## src/rtl/note_scheduler.sv

```systemverilog
`timescale 1ns/1ps
// Monophonic key/octave controller: debounces raw buttons, picks the last-pressed key,
// enforces a minimum note length and tracks the octave for the tone generator.
module note_scheduler #(
    parameter int unsigned DEBOUNCE_CYCLES = 1000000,
    parameter int unsigned MIN_HOLD_CYCLES = 5000000,
    parameter int unsigned OCT_DEFAULT     = 3,
    parameter int unsigned OCT_MAX         = 7
) (
    input  logic       clk_100M,
    input  logic       rst_n,
    input  logic [6:0] keys,
    input  logic       oct_up,
    input  logic       oct_dn,
    output logic [2:0] note,
    output logic [2:0] octave,
    output logic       playing
);

    localparam int unsigned NumCh = 9;
    localparam int unsigned CntW  = (DEBOUNCE_CYCLES > 1) ? $clog2(DEBOUNCE_CYCLES) : 1;
    localparam logic [CntW-1:0] CntLast  = CntW'(DEBOUNCE_CYCLES - 1);
    localparam logic [31:0]     HoldLast = 32'(MIN_HOLD_CYCLES - 1);
    localparam logic [2:0]      OctDef   = 3'(OCT_DEFAULT);
    localparam logic [2:0]      OctMax   = 3'(OCT_MAX);

    localparam logic [1:0] StIdle = 2'd0;
    localparam logic [1:0] StPlay = 2'd1;
    localparam logic [1:0] StHold = 2'd2;

    logic [NumCh-1:0] sync1_q, sync2_q, deb_q, deb_d, deb_prev_q;
    logic [CntW-1:0]  cnt_q [NumCh];
    logic [CntW-1:0]  cnt_d [NumCh];

    logic [1:0]  state_q, state_d;
    logic [2:0]  sel_q, sel_d;
    logic [31:0] hold_q, hold_d, hold_inc;
    logic [2:0]  octave_q, octave_d;
    logic [2:0]  note_q, note_d;
    logic        playing_q, playing_d;

    logic [6:0] key_rise, key_held;
    logic       up_rise, dn_rise;

    function automatic logic [2:0] lowest(input logic [6:0] v);
        lowest = 3'd0;
        for (int i = 6; i >= 0; i--) begin
            if (v[i]) lowest = 3'(i);
        end
    endfunction

    // Debounce: level follows the synchronised input only after CntLast+1 mismatching cycles
    always_comb begin
        deb_d = deb_q;
        cnt_d = cnt_q;
        for (int i = 0; i < NumCh; i++) begin
            if (sync2_q[i] == deb_q[i]) begin
                cnt_d[i] = '0;
            end else if (cnt_q[i] == CntLast) begin
                deb_d[i] = sync2_q[i];
                cnt_d[i] = '0;
            end else begin
                cnt_d[i] = cnt_q[i] + 1'b1;
            end
        end
    end

    assign key_rise = deb_q[6:0] & ~deb_prev_q[6:0];
    assign key_held = deb_q[6:0];
    assign up_rise  = deb_q[7] & ~deb_prev_q[7];
    assign dn_rise  = deb_q[8] & ~deb_prev_q[8];
    assign hold_inc = (hold_q == '1) ? hold_q : hold_q + 32'd1;

    always_comb begin
        octave_d = octave_q;
        if (up_rise && !dn_rise && octave_q < OctMax) begin
            octave_d = octave_q + 3'd1;
        end else if (dn_rise && !up_rise && octave_q != 3'd0) begin
            octave_d = octave_q - 3'd1;
        end
    end

    always_comb begin
        state_d = state_q;
        sel_d   = sel_q;
        hold_d  = hold_q;
        case (state_q)
            StIdle: begin
                if (|key_rise) begin
                    state_d = StPlay;
                    sel_d   = lowest(key_rise);
                    hold_d  = '0;
                end
            end
            StPlay: begin
                if (|key_rise) begin
                    sel_d  = lowest(key_rise);
                    hold_d = '0;
                end else if (!key_held[sel_q] && |key_held) begin
                    sel_d  = lowest(key_held);
                    hold_d = '0;
                end else if (!key_held[sel_q]) begin
                    state_d = (hold_q < HoldLast) ? StHold : StIdle;
                    hold_d  = hold_inc;
                end else begin
                    hold_d = hold_inc;
                end
            end
            StHold: begin
                if (|key_rise) begin
                    state_d = StPlay;
                    sel_d   = lowest(key_rise);
                    hold_d  = '0;
                end else begin
                    if (hold_q >= HoldLast) state_d = StIdle;
                    hold_d = hold_inc;
                end
            end
            default: state_d = StIdle;
        endcase
        note_d    = (state_d == StIdle) ? 3'd0 : sel_d + 3'd1;
        playing_d = (state_d != StIdle);
    end

    always_ff @(posedge clk_100M or negedge rst_n) begin
        if (!rst_n) begin
            sync1_q    <= '0;
            sync2_q    <= '0;
            deb_q      <= '0;
            deb_prev_q <= '0;
            cnt_q      <= '{default: '0};
            state_q    <= StIdle;
            sel_q      <= 3'd0;
            hold_q     <= '0;
            octave_q   <= OctDef;
            note_q     <= 3'd0;
            playing_q  <= 1'b0;
        end else begin
            sync1_q    <= {oct_dn, oct_up, keys};
            sync2_q    <= sync1_q;
            deb_q      <= deb_d;
            deb_prev_q <= deb_q;
            cnt_q      <= cnt_d;
            state_q    <= state_d;
            sel_q      <= sel_d;
            hold_q     <= hold_d;
            octave_q   <= octave_d;
            note_q     <= note_d;
            playing_q  <= playing_d;
        end
    end

    assign note    = note_q;
    assign octave  = octave_q;
    assign playing = playing_q;

endmodule

```

## config.mk

```make
export PLATFORM = sky130hd
export DESIGN_NAME = note_scheduler
export DESIGN_NICKNAME = d
export VERILOG_FILES = /design/src/rtl/note_scheduler.sv
export SDC_FILE = /design/constraint.sdc
export NUM_CORES = 1
export LEC_CHECK = 0
export BUFFER_PORTS_ARGS = -buffer_cell sky130_fd_sc_hd__buf_4
export CAP_MARGIN = 20
export CORE_MARGIN = 3
export CORE_UTILIZATION = 41
export CTS_CLUSTER_SIZE = 20
export DETAILED_ROUTE_END_ITERATION = 8
export PLACE_DENSITY_LB_ADDON = 0.05
export SLEW_MARGIN = 10
export SYNTH_ARGS = -nofsm -noshare
export SYNTH_HDL_FRONTEND = slang
export SYNTH_SLANG_ARGS = --single-unit
```

## constraint.sdc

```tcl
create_clock -name clk_100M -period 2.9 [get_ports clk_100M]
set_input_delay 0 -clock clk_100M [delete_from_list [all_inputs] [get_ports clk_100M]]
set_output_delay 0 -clock clk_100M [all_outputs]
set_load 0.03 [all_outputs]
```

==> reports/metrics.sh <==
AVGVIACOUNTPERCELL=5.13
GLOBAL_ROUTE.USAGE.MET3_PCT=2.47
INITIAL_CORE_UTIL_PCT=41.7
FLOORPLAN.CORE_AREA_SQ_UM=30700
GRT_PASS1_VIAS=9059
POWER.DENSITY_CELL_AREA_nW_PER_UM2=520
N_ANTENNA_CELL=0
SYNTH-SEQ-CELLS=260
TIMING.FMAX_MHz=389
DIEWIDTH_UM=183
GRT_ANTENNA_BEFORE_REPAIR=0
STATUS='complete, no violations'
SYNTH.DISTINCT_CELLS=74
CLK_ROOT_BUFFER_CELL='sky130_fd_sc_hd__clkbuf_16'
GRT_START_MAX_NET_PINS=85
SYNTH_TOP_FAMILY_BY_AREA='simple AND/OR/NAND/NOR gates'
SYNTH-COMPOUND-AREA-SHARE_PCT=5.32
DR.FIRST_ITER.DRC_COUNT=365
WORST_SLEW_PIN_SLEW_NS=0.590
MIN_PATH_TYPE='input port to flip-flop'
CTS-ROOT-TO-SINK-BUFFERS=3
GRT_USE_MET1_PCT=22.8
FIN_TNS_SETUP_NS=0
WORSTPATHCELLLIST='nand2b_1 > nor4bb_4 > nand2_1 > a211oi_1 > a211o_1 > ha_1 > o21a_1 > o41a_1 > a211oi_1'
AREA.GROWTH.SYNTH_TO_FINAL_PCT=13.3
SYNTH_SEQUENTIAL_AREA_RATIO_PCT=50.9
DRV.MAX_CAP_VIOLATION_COUNT=0
MIN-DELAY-START='keys[4]'
PORT_BUFFERS=17
CLOCK_BUFFER_COUNT_FROM_CTS=31
HOLD_VIOL=0
WL_FINAL_UM=25200
TIMING.CRITICAL_PATH.MODE_CELL='sky130_fd_sc_hd__a211oi_1'
SYNTHMUXAREASHARE_PCT=1.02
LAYOUT.FILLER_CELLS=2944
SYNTH_SIMPLE_GATE_AREA_SHARE_PCT=26.1
SYNTH_TOP_FLOP_CELL='sky130_fd_sc_hd__dfrtp_1'
SYN_AVG_CELL_AREA_SQ_UM=9.75
TOTAL_LEAKAGE_POWER_uW=0.00614
AVGROUTEDWIREPERCELL_UM=14.2
SYNTH_XOR_AREA_SHARE_PCT=12.6
CTS-RESIZED-GATES=0
SYNTHESIS.NETS=1339
GRT.MET2_USAGE_PCT=24.6
FINAL_LAYOUT_SIZE_SUFFIX_GT1_SHARE_PCT=8.48
CLOCK-SKEW-FINAL_NS=0.0187
DRTPASS1ITERATIONS=5
CRITPATHARRIVALTIME_NS=2.98
FINAL_NETS=1385
PLACE_WORST_SETUP_SLACK_NS=0.327
TIMING.FINAL.CRIT_SHARE_PCT=88.7
SLOWEST_DELAY_NS=0.61
SUM_OF_NET_HALF_PERIMETERS_AFTER_DETAILED_PLACEMENT_UM=16500
TIMING.MAX_SLEW.REL_SLACK_PCT=60.6
POSTSYNTHCELLCOUNT=1312
CRITICAL-PATH-SLOWEST-CELL='sky130_fd_sc_hd__nor4bb_4'
TIMING.FINAL.SETUP_VIOLATIONS=0
WORSTREG2REGSTART='deb_q[3]$_DFFE_PN0P_'
FLOORPLAN.DIE_AREA_SQ_UM=33400
TRITONCTS_NUM_SINKS=260
RSZ0062_AT_GRT='false'
WORST-PATH-BUF-INV=0
WORST_SLACK_SETUP_FINAL_NS=0.327
CP-STARTPOINT='deb_q[3]$_DFFE_PN0P_'
PLACE_CONGESTION=0.779
CRITPATHTOPFAMILY='compound AO/OA/AOI/OAI gates'
CTS_TREE='built'
IO_PINS=18
DETAILROUTE.VIA_COUNT=9100
CLKLATENCYLATEPIN_NS=0.56
DRC_ERRORS=0
CRIT_PATH_END_KIND='flip-flop'
GLOBAL_ROUTE.OVERFLOW_TOTAL=0
ROWS=64
WORST_SETUP_PATH_START_KIND='flip-flop'
CTS_HTREE_LEVELS=1
GLOBAL_ROUTE.PEAK_USAGE_LAYER='met2'
MAX-VDD-IR-DROP_uV=427
CTS.CLK_SLEW.WORST_PATHS_NS=0.06
FINAL_MAX_SLEW_VIOL_COUNT=0
SYNTH_WARNINGS=0
SYNTH_ENABLE_FLOP_CELLS=0
SYNTHADDERAREAFRAC_PCT=1.62
SYN-CELL-AREA_SQ_UM=12800
ASYNC_FLOP_SHARE_PCT=100
ANT_NETS=0
MOSTFREQUENTLAYOUTCELL='sky130_fd_sc_hd__dfrtp_1'
CRITPATHMAXFANOUT=8
LAYOUT_COMMON_CELLS='258 x sky130_fd_sc_hd__dfrtp_1, 254 x sky130_fd_sc_hd__nor2_1, 104 x sky130_fd_sc_hd__xor2_1, 96 x sky130_fd_sc_hd__nand2_1, 93 x sky130_fd_sc_hd__nand3_1'
WIRE_LENGTH_OF_THE_FIRST_GLOBAL_ROUTING_PASS_UM=44700
CRITICAL_PATH_REQUIRED_NS=3.31
PERIOD_MINUS_SLACK_NS=2.57
GROUTE.USAGE.OVERALL_PCT=15.6
TIMING.SETUP.CRITICAL_PATH_CLASS='flip-flop to flip-flop'
CHIPHEIGHT_UM=183
-- layer usage --
| layer | routed length (um) | part of all wire, % |
|---|---|---|
| met5 | 0 | 0 |
| met4 | 494 | 2.0 |
| met3 | 894 | 3.6 |
| met2 | 11100 | 44 |
| met1 | 12600 | 50 |
-- cells in the mapped netlist (8+ instances only) --
| master | instances | area, sq um |
|---|---|---|
| sky130_fd_sc_hd__nor4_1 | 19 | 119 |
| sky130_fd_sc_hd__or2_2 | 9 | 56.3 |
| sky130_fd_sc_hd__mux2_2 | 8 | 90.1 |
| sky130_fd_sc_hd__buf_2 | 13 | 65.1 |
| sky130_fd_sc_hd__nor3_1 | 38 | 190 |
| sky130_fd_sc_hd__nand3_1 | 93 | 465 |
| sky130_fd_sc_hd__nor2_1 | 254 | 953 |
| sky130_fd_sc_hd__or3_1 | 17 | 106 |
| sky130_fd_sc_hd__o21ai_0 | 17 | 85.1 |
| sky130_fd_sc_hd__dfrtp_1 | 258 | 6460 |
| sky130_fd_sc_hd__nand2_1 | 96 | 360 |
| sky130_fd_sc_hd__and3_1 | 21 | 131 |
| sky130_fd_sc_hd__clkbuf_1 | 20 | 75.1 |
| sky130_fd_sc_hd__xnor2_1 | 80 | 701 |
| sky130_fd_sc_hd__nor4b_1 | 8 | 70.1 |
| sky130_fd_sc_hd__inv_1 | 38 | 143 |
| sky130_fd_sc_hd__nand4_1 | 45 | 282 |
| sky130_fd_sc_hd__ha_1 | 15 | 188 |
| sky130_fd_sc_hd__nand2b_1 | 13 | 81.3 |
| sky130_fd_sc_hd__a21oi_1 | 22 | 110 |
| sky130_fd_sc_hd__xor2_1 | 104 | 911 |
-- worst reg2reg max path: cells and delay by family (launching register included) --
family	cells	cell delay [ns]
compound gates	5	0.90
flops	1	0.47
fa+ha+maj	1	0.17
simple gates	3	0.88
-- logic make-up (layout without fill, tap and decap cells) --
logic type / after synthesis / after routing
DFF: 260 / 260
buffers and inverters: 75 / 142
xor gates and xnor gates: 184 / 184
AOI/OAI and AO/OA: 97 / 97
and+or+nand+nor: 668 / 668
adders and majority gates: 16 / 16
muxes: 12 / 12
-- cell type report --
type	count	area [sq um]	area share, %
Sequential cell	260	6510	44.9
Multi-Input combinational cell	977	5970	41.2
Inverter	38	143	0.984
Clock inverter	3	25.0	0.173
Timing Repair Buffer	50	438	3.02
Tap cell	396	495	3.42
Clock buffer	51	921	6.35
-- metrics by stage --
step / area [sq um] / cells / util [%] / total power, uW / hold slack [ns]
after global placement: 13400 / 1709 / 43.8 / 3990 / -0.0135
after CTS: 14500 / 1775 / 47.3 / 7680 / 0.0608
after detailed placement: 13400 / 1709 / 43.8 / 3990 / -0.0176
after global routing: 14500 / 1775 / 47.3 / 7880 / 0.0826
final: 14500 / 1775 / 47.3 / 7540 / 0.0889
after floorplan: 12800 / 1312 / - / 3860 / -0.296
-- flip-flops by register name (all words and copies together) (netlist names), 2 cells and up --
name,cells
cnt_q,180
hold_q,32
deb_prev_q,9
deb_q,9
sync1_q,9
sync2_q,9
note,3
octave,3
sel_q,3
state_q,2
-- worst paths after layout --
| check | cells past startpoint | slack, ns | to |
|---|---|---|---|
| max in group asynchronous | 4 | 1.43 | cnt_q[104]$_DFF_PN0_ |
| min in group asynchronous | 3 | 0.52 | cnt_q[147]$_DFF_PN0_ |
| min reg2reg | 0 | 0.35 | sync2_q[7]$_DFF_PN0_ |
| min | 2 | 0.09 | sync1_q[4]$_DFF_PN0_ |
| max | 9 | 0.33 | note[2]$_DFF_PN0_ |
| max reg2reg | 9 | 0.33 | note[2]$_DFF_PN0_ |
-- report_power, final --
group          total (uW)  leakage [uW]  switching, uW  internal [uW]
Combinational         210       0.00212            144           66.3
Clock                3620      0.000462           1480           2140
Sequential           3710       0.00356           39.6           3670
-- timing repair --
action                                  CTS  global route
hold buffers                             12             0
hold endpoints to repair                226             0
endpoints found under the setup margin    0             0
setup buffers                             0             0
(Power assumes the default switching activity.)
